$ cat src/rtl/gray_pkg.sv
// Shared types and helpers for the Gray-code receive decoder.
package gray_pkg;

  typedef enum logic [1:0] {
    ST_INIT,
    ST_RUN,
    ST_RESYNC
  } state_e;

  localparam int ERR_CNT_W = 8;

  // True when exactly one bit of x is set (x must be zero-extended by the caller).
  function automatic logic pop_is_one(input logic [63:0] x);
    return (x != 64'd0) && ((x & (x - 64'd1)) == 64'd0);
  endfunction

endpackage

$ cat src/rtl/gray2bin.sv
// Combinational reflected-Gray to binary converter.
module gray2bin #(
  parameter int N = 8
) (
  input  logic [N-1:0] gray_i,
  output logic [N-1:0] bin_o
);

  generate
    for (genvar gi = 0; gi < N; gi++) begin : g_bit
      assign bin_o[gi] = ^gray_i[N-1:gi];
    end
  endgenerate

endmodule

$ cat src/rtl/gray_rx_decoder.sv
// Synchronises an asynchronous Gray word, accepts single-bit steps, flags
// multi-bit jumps and resynchronises after them.
module gray_rx_decoder
  import gray_pkg::*;
#(
  parameter int N             = 8,
  parameter int SYNC_STAGES   = 2,
  parameter int STABLE_CYCLES = 2
) (
  input  logic                 CLK,
  input  logic                 RST_N,
  input  logic [N-1:0]         GI,
  input  logic                 EN,
  input  logic                 CLR_ERR,
  output logic [N-1:0]         BO,
  output logic                 VALID,
  output logic                 DIR,
  output logic                 ERR,
  output logic [ERR_CNT_W-1:0] ERR_CNT
);

  localparam int FW = $clog2(SYNC_STAGES + 1);
  localparam int SW = $clog2(STABLE_CYCLES + 1);
  localparam logic [FW-1:0] FLUSH_LAST  = FW'(SYNC_STAGES);
  localparam logic [SW-1:0] STABLE_LAST = SW'(STABLE_CYCLES);

  (* ASYNC_REG = "TRUE" *) logic [N-1:0] sync_q [SYNC_STAGES];
  logic [N-1:0] s;

  state_e               state_q, state_d;
  logic [N-1:0]         g_q, g_d;
  logic [N-1:0]         s_prev_q;
  logic [FW-1:0]        flush_q, flush_d;
  logic [SW-1:0]        stable_q, stable_d;
  logic                 valid_q, valid_d;
  logic                 dir_q, dir_d;
  logic                 err_q, err_evt;
  logic                 en_prev_q;
  logic [ERR_CNT_W-1:0] err_cnt_q, err_cnt_d;
  logic [N-1:0]         bin_cur, bin_up, gray_up, diff;

  always_ff @(posedge CLK or negedge RST_N) begin
    if (!RST_N) begin
      for (int i = 0; i < SYNC_STAGES; i++) sync_q[i] <= '0;
    end else begin
      sync_q[0] <= GI;
      for (int i = 1; i < SYNC_STAGES; i++) sync_q[i] <= sync_q[i-1];
    end
  end

  assign s = sync_q[SYNC_STAGES-1];

  gray2bin #(.N(N)) u_gray2bin (
    .gray_i (g_q),
    .bin_o  (bin_cur)
  );

  // Direction is "up" when the new word is exactly the Gray code of old BO + 1.
  assign bin_up  = bin_cur + 1'b1;
  assign gray_up = bin_up ^ (bin_up >> 1);
  assign diff    = s ^ g_q;

  always_comb begin
    state_d  = state_q;
    g_d      = g_q;
    dir_d    = dir_q;
    flush_d  = flush_q;
    stable_d = stable_q;
    valid_d  = 1'b0;
    err_evt  = 1'b0;
    if (EN) begin
      if (!en_prev_q && state_q != ST_INIT) begin
        state_d  = ST_RESYNC;
        stable_d = '0;
      end else begin
        case (state_q)
          ST_INIT: begin
            if (flush_q == FLUSH_LAST) begin
              g_d     = s;
              valid_d = 1'b1;
              state_d = ST_RUN;
            end else begin
              flush_d = flush_q + 1'b1;
            end
          end
          ST_RUN: begin
            if (diff != '0) begin
              if (pop_is_one(64'(diff))) begin
                g_d     = s;
                valid_d = 1'b1;
                dir_d   = (s == gray_up);
              end else begin
                err_evt  = 1'b1;
                state_d  = ST_RESYNC;
                stable_d = '0;
              end
            end
          end
          ST_RESYNC: begin
            if (s != s_prev_q) begin
              stable_d = '0;
            end else if (stable_q == STABLE_LAST) begin
              g_d     = s;
              valid_d = 1'b1;
              state_d = ST_RUN;
            end else begin
              stable_d = stable_q + 1'b1;
            end
          end
          default: state_d = ST_INIT;
        endcase
      end
    end
  end

  always_comb begin
    err_cnt_d = err_cnt_q;
    if (CLR_ERR) begin
      err_cnt_d = err_evt ? ERR_CNT_W'(1) : '0;
    end else if (err_evt && err_cnt_q != '1) begin
      err_cnt_d = err_cnt_q + 1'b1;
    end
  end

  always_ff @(posedge CLK or negedge RST_N) begin
    if (!RST_N) begin
      state_q   <= ST_INIT;
      g_q       <= '0;
      s_prev_q  <= '0;
      flush_q   <= '0;
      stable_q  <= '0;
      valid_q   <= 1'b0;
      dir_q     <= 1'b1;
      err_q     <= 1'b0;
      en_prev_q <= 1'b0;
      err_cnt_q <= '0;
    end else begin
      state_q   <= state_d;
      g_q       <= g_d;
      s_prev_q  <= s;
      flush_q   <= flush_d;
      stable_q  <= stable_d;
      valid_q   <= valid_d;
      dir_q     <= dir_d;
      err_q     <= err_evt;
      en_prev_q <= EN;
      err_cnt_q <= err_cnt_d;
    end
  end

  assign BO      = bin_cur;
  assign VALID   = valid_q;
  assign DIR     = dir_q;
  assign ERR     = err_q;
  assign ERR_CNT = err_cnt_q;

endmodule

$ cat config.mk
export PLATFORM = sky130hd
export DESIGN_NAME = gray_rx_decoder
export DESIGN_NICKNAME = d
export VERILOG_FILES = /design/src/rtl/gray_pkg.sv /design/src/rtl/gray2bin.sv /design/src/rtl/gray_rx_decoder.sv
export SDC_FILE = /design/constraint.sdc
export NUM_CORES = 1
export LEC_CHECK = 0
export ABC_AREA = 1
export CAP_MARGIN = 10
export CORE_ASPECT_RATIO = 1.75
export CORE_MARGIN = 8
export CORE_UTILIZATION = 52
export DETAILED_ROUTE_END_ITERATION = 10
export HOLD_SLACK_MARGIN = 0.06
export PLACE_DENSITY = 0.84
export SLEW_MARGIN = 30
export SYNTH_ARGS = -nofsm -noshare
export SYNTH_HDL_FRONTEND = slang
export SYNTH_SLANG_ARGS = --single-unit
$ cat constraint.sdc
create_clock -name CLK -period 2.2 [get_ports CLK]
set_clock_uncertainty 0.05 [all_clocks]
set_input_delay 0.33 -clock CLK [delete_from_list [all_inputs] [get_ports CLK]]
set_output_delay 0.33 -clock CLK [all_outputs]
set_load 0.1 [all_outputs]
Yosys cells after proc, flatten, opt, wreduce, memory -nomap -nowiden --
Index checks and enable logic that the tools add are counted.
Cells by class: add/subtract/negate cells 5, eq/ne operators 18, mux-type cells 35, bitwise gates (word level) 5, reduce and logical (&&, ||, !) cells 23
Operators by type and width (count):
- AND 8 x 64 -> 64 bit | 1
- zero test 64 bit | 1
- 2-to-1 mux 8 bit | 7
- one-hot mux 8 bit (3 select lines) | 1
- 2-to-1 mux 2 bit | 11
- adder 8 x 1 -> 8 bit (second input constant) | 2
- inequality test 3 bit (second input constant) | 5
- 2-to-1 mux 1 bit | 13
- inequality test 2 bit (second input constant) | 5
- AND reduction 5 bit | 2
- subtractor 8 x 1 -> 9 bit (second input constant) | 1
- equality test 8 bit | 1
- inequality test 8 bit | 1
- inequality test 8 bit (second input constant) | 1
- AND reduction 8 bit | 1
- nonzero test 8 bit | 1
- parity 8 bit | 1
- bitwise XOR 8 x 7 -> 8 bit | 1
- bitwise XOR 8 bit | 1
- parity 7 bit | 1
- equality test 2 bit (second input constant) | 3
- one-hot mux 2 bit (3 select lines) | 1
- AND reduction 6 bit | 1
- nonzero test 3 bit | 2
- other kinds (16) | 21
Storage, ports and cells: register bits 50, input bits 12, output and inout port bits 19, word-level logic and storage cells 98

Depth between registers and ports, before layout --
word-level depth 13, gate-level depth with buffers 20, mapped depth without buffers 19

Hierarchy --
Synthesis repeated with hierarchy kept, for this count alone.
Second synthesis, totals: cells, all modules 466, area, all modules 3145.5 µm²
Modules (own cells, without submodules):
- gray_rx_decoder | times used 1, cells an instance 395, area an instance 2830.2 µm², sequential area each 1252.5 µm²
- gray2bin | times used 1, cells an instance 71, area an instance 315.3 µm², sequential area each 0.0 µm²

Least setup slack after synthesis --
Ideal clock, no wire load.
kind reg-to-reg, start point reg g_q[7], end point reg dir_q (netlist: DIR), data arrival time 4.558 ns, data required time 2.087 ns, path slack -2.470 ns, stages on the path, launching flop included 17, buffers on the path 0, cell sequence dfrtp_1 -> inv_2 -> nand2_2 -> nand2_4 -> nand2_2 -> nand2_1 -> xor2_1 -> ha_1 -> nand3b_1 -> nand2_1 -> nand2_1 -> nand2_1 -> nand2_1 -> nand3_1 -> nor2_1 -> nand3_1 -> nand2_1
RTL lines:
- start, declared | line gray_rx_decoder.sv:31 | logic [N-1:0] g_q, g_d;
- start signal, assigned | line gray_rx_decoder.sv:139 | g_q <= g_d;
- parity 2 bit | line gray2bin.sv:11 | assign bin_o[gi] = ^gray_i[N-1:gi];
- net BO[6] | line gray_rx_decoder.sv:15 | output logic [N-1:0] BO,
- adder 8 x 1 -> 8 bit | line gray_rx_decoder.sv:59 | assign bin_up = bin_cur + 1'b1;
- bitwise XOR 8 x 7 -> 8 bit | line gray_rx_decoder.sv:60 | assign gray_up = bin_up ^ (bin_up >> 1);
- equality test 8 bit | line gray_rx_decoder.sv:91 | dir_d = (s == gray_up);
- end signal, assigned | line gray_rx_decoder.sv:144 | dir_q <= dir_d;
- end, declared | line gray_rx_decoder.sv:36 | logic dir_q, dir_d;
The timed path passes the listed nets, and every way through them passes these cells. A chain may end at the register's enable or synchronous reset.

Worst setup path in the final report --
start point reg g_q[4], end point reg dir_q (netlist: DIR)
On the way: cells in the longest elaborated chain, start to end 6
Ends and longest elaborated chain:
- bitwise XOR 8 bit | line gray_rx_decoder.sv:61 | assign diff = s ^ g_q;
- subtractor 8 x 1 -> 9 bit | line gray_pkg.sv:14 | return (x != 64'd0) && ((x & (x - 64'd1)) == 64'd0);
- AND 8 x 64 -> 64 bit | line gray_pkg.sv:14
- zero test 64 bit | line gray_pkg.sv:14
- logical AND 1 bit | line gray_pkg.sv:14
- AND reduction 5 bit (no line)
Several ways; a longest one is shown, not always the timed one.

==> flow_metrics.py <==
metrics = {
    "detailed_routing": {
        "vias": 2805,
        "route.met2.wl_um": 4340,
        "drc_errors": 0,
        "wire_per_inst_um": 13.8,
        "routed.top_layer": "met4",
        "firstDrtPassIters": 4,
        "ant_nets": 0,
        "m1WireLength_um": 2610,
        "via_per_inst": 5.15,
        "route.met3.wl_um": 276,
        "routed_wl_um": 7530,
        "drt_iter0_drc": 136,
    },
    "grt": {
        "grt_pass1_vias": 2778,
        "antenna_found_initial": 0,
        "overflow": 0,
        "grt_max_degree": 22,
        "grt_pass1_wl_um": 12200,
        "gr-usage-all-layers_pct": 17.6,
    },
    "synth": {
        "syn_area_per_cell_um2": 7.77,
        "synthesis.nets": 414,
        "synth_top_cell_by_area": "dfrtp_1",
        "synthCells": 398,
        "ys_seq_elements": 50,
        "ys_seq_area_share_pct": 40.5,
        "synth_top_area_share_pct": 39.7,
        "netlist_area_um2": 3090,
        "ys_warn_count": 0,
        "synth.area.top_cells": "dfrtp_1 40%, nand2_1 17%, inv_1 4.5%",
        "synth_cell_type_count": 33,
    },
    "cts": {
        "clkTransAtPathRegs_ns": 0.09,
        "cts_root_buffer": "clkbuf_8",
        "cts_inserted_buffers": 5,
        "cts_tree": "yes",
        "clock_path_buffers": 2,
        "cts_num_sinks": 50,
        "clk_latency_ns": 0.30,
        "h-tree-depth": 2,
    },
    "placed_design": {
        "place_area_um2": 3770,
        "portBuffers": 30,
        "place_congestion": 0.892,
        "place_ws_ns": -0.0862,
        "dp_hpwl_um": 5700,
    },
    "floorplanning": {
        "die_h_um": 118,
        "dieArea_um2": 8770,
        "start_util_pct": 53.0,
        "die_w_um": 74.3,
        "coreArea_um2": 5830,
        "rows": 37,
        "ios": 31,
    },
    "setup_path": {
        "cp_max_fo": 6,
        "reg2reg_slack_ns": -0.03,
        "rr_worst_depth": 18,
        "crit_path_end_kind": "register",
        "reg2reg_from": "g_q[4]$_DFFE_PN0P_",
        "cp.required_ns": 2.40,
        "worstSetupPathType": "reg2reg",
        "startpoint_type": "register",
        "cp.arrival_ns": 2.43,
        "reg2reg_to": "DIR$_DFFE_PN1P_",
    },
    "timing": {
        "fmax_ghz": 0.449,
        "final.period_utilization_pct": 101,
        "post-route-min-period_ns": 2.23,
        "final-setup-viol-count": 1,
        "hold_viol_final": 0,
        "setup_slack_ns": -0.0286,
        "slew_violations": 0,
        "rsz0062_at_grt": "true",
        "max_slew.worst_pin.slew_ns": 0.374,
        "whs_ns": 0.297,
        "slew_headroom_pct": 75.1,
    },
    "hold_path": {
        "min_from": "sync_q[9]$_DFF_PN0_",
        "holdPathStages": 0,
        "hp-class": "reg2reg",
        "hold_end": "s[1]$_DFF_PN0_",
    },
    "cells_and_area": {
        "multi_input_area_um2": 1800,
        "drive_gt1_share_pct": 34.7,
        "diodes": 0,
        "nets": 482,
        "area_delta_synth_final_pct": 32.1,
        "final_cell_area_um2": 4090,
        "utilization_pct": 70.0,
        "seq_area_um2": 1260,
        "nFillCells": 475,
    },
    "outcome": {
        "violations": "negative setup slack",
        "status": "finished with violations",
    },
    "run": {
        "cap_violations": 0,
    },
}
## cells by family (layout without fill, tap and decap cells)
| logic type | Yosys count | after routing | synth area share [%] |
|---|---|---|---|
| xor+xnor | 18 | 18 | 5.10 |
| simple gates | 241 | 241 | 39.4 |
| buf+inv | 54 | 123 | 7.12 |
| compound gates | 31 | 31 | 6.27 |
| flops | 50 | 50 | 40.5 |
| fa+ha+maj | 4 | 4 | 1.62 |
## state kept, by name (all words and copies together) (netlist names)
register and count:
stable_q 2, sync_q 8, VALID 1, en_prev_q 1
s 8, g_q 8, ERR_CNT 8, state_q 2
flush_q 2, s_prev_q 8, ERR 1, DIR 1
## worst max-delay path by stage
| stage | startpoint | endpoint | slack (ns) |
|---|---|---|---|
| floorplan | g_q[6]$_DFFE_PN0P_ | DIR$_DFFE_PN1P_ | -0.57 |
| global placement | g_q[5]$_DFFE_PN0P_ | DIR$_DFFE_PN1P_ | -0.01 |
| detailed placement | g_q[1]$_DFFE_PN0P_ | DIR$_DFFE_PN1P_ | -0.09 |
| CTS | g_q[5]$_DFFE_PN0P_ | DIR$_DFFE_PN1P_ | 0.007 |
| global route | g_q[4]$_DFFE_PN0P_ | DIR$_DFFE_PN1P_ | -0.23 |
| finish | g_q[4]$_DFFE_PN0P_ | DIR$_DFFE_PN1P_ | -0.03 |
## Yosys cell counts
| library cell | count |
|---|---|
| nand2_1 | 140 |
| dfrtp_1 | 49 |
| inv_1 | 37 |
| nor2_1 | 20 |
| nand3_1 | 18 |
| nand2_2 | 17 |
| inv_2 | 12 |
| xnor2_1 | 10 |
| nand3_2 | 9 |
| nor3_1 | 9 |
| nand2_4 | 8 |
| o21ai_0 | 8 |
| o21ai_2 | 8 |
| xor2_1 | 8 |
| a21oi_1 | 6 |
| o21ai_1 | 6 |
| nand4_1 | 5 |
| ha_1 | 4 |
| nand3b_1 | 3 |
| or2_2 | 3 |
| buf_2 | 2 |
| buf_4 | 2 |
| nand3_4 | 2 |
| nor2_2 | 2 |
| nor2_4 | 2 |
| buf_6 | 1 |
| dfstp_2 | 1 |
| nand2_8 | 1 |
| nand3b_4 | 1 |
| nand4_2 | 1 |
| o2111ai_1 | 1 |
| o211ai_1 | 1 |
| o31ai_1 | 1 |
## critical path: stages (launching register included)
cell	delay, ns
dfrtp_1	0.44
buf_4	0.17
nand2_1	0.07
nand2_1	0.11
nand2_1	0.10
nand2_2	0.06
nand2_2	0.06
nand2_2	0.08
ha_4	0.19
nand3b_1	0.22
nand2_1	0.10
nand2_1	0.05
nand2_1	0.08
nand3_1	0.07
nand2_1	0.06
nand2_1	0.04
nor2_1	0.10
nand3_1	0.07
nand2_1	0.06
## stage by stage
| step | cells | setup TNS (ns) |
|---|---|---|
| 3_3_place_gp | 524 | -0.0130 |
| 3_5_place_dp | 524 | -0.0862 |
| 4_1_cts | 534 | 0 |
| 6_report | 545 | -0.0286 |
| 5_1_grt | 545 | -0.376 |
| 2_1_floorplan | 398 | -0.568 |
## area by class of cell
cell class              instances  area share (%)
inverters                      49            4.69
clock inverters                 1           0.735
repair buffers                 66            15.3
flip-flops and latches         50            30.9
multi-input cells             294            44.2
clock buffers                   7            1.87
well taps                      78            2.39
## layout by cell type (no fill, tap or decap), types with 4 or more instances in the layout
master / n
nor2_1: 19
nor3_1: 8
nand2_4: 13
buf_4: 45
o21ai_2: 8
clkdlybuf4s50_1: 10
o21ai_1: 7
nand2_2: 26
inv_1: 36
clkbuf_8: 5
xor2_1: 6
nand4_1: 5
buf_12: 8
nand3_2: 9
nand3_1: 18
nand2_8: 4
a21oi_1: 6
xnor2_2: 4
o21ai_0: 7
inv_2: 10
dfrtp_1: 42
nand2_1: 123
dfrtp_2: 7
xnor2_1: 6
## timing repair
action	4_1_cts	5_1_grt
cloned	0	0
endpoints found under the hold margin	15	0
pin swaps	0	18
resized for setup	5	27
hold buffers	1	0
buffers inserted	1	11
setup endpoints to repair	2	19
## per-layer routing
metal	GRT usage, %	vias up
li1	-	1382
met1	16.8	1319
met2	32.5	77
met3	3.24	27
met4	10.0	0
met5	0	-
Power is left out: the tool's default activity adds up to more than one toggle a clock period on the data nets, which glitch-free logic cannot reach.
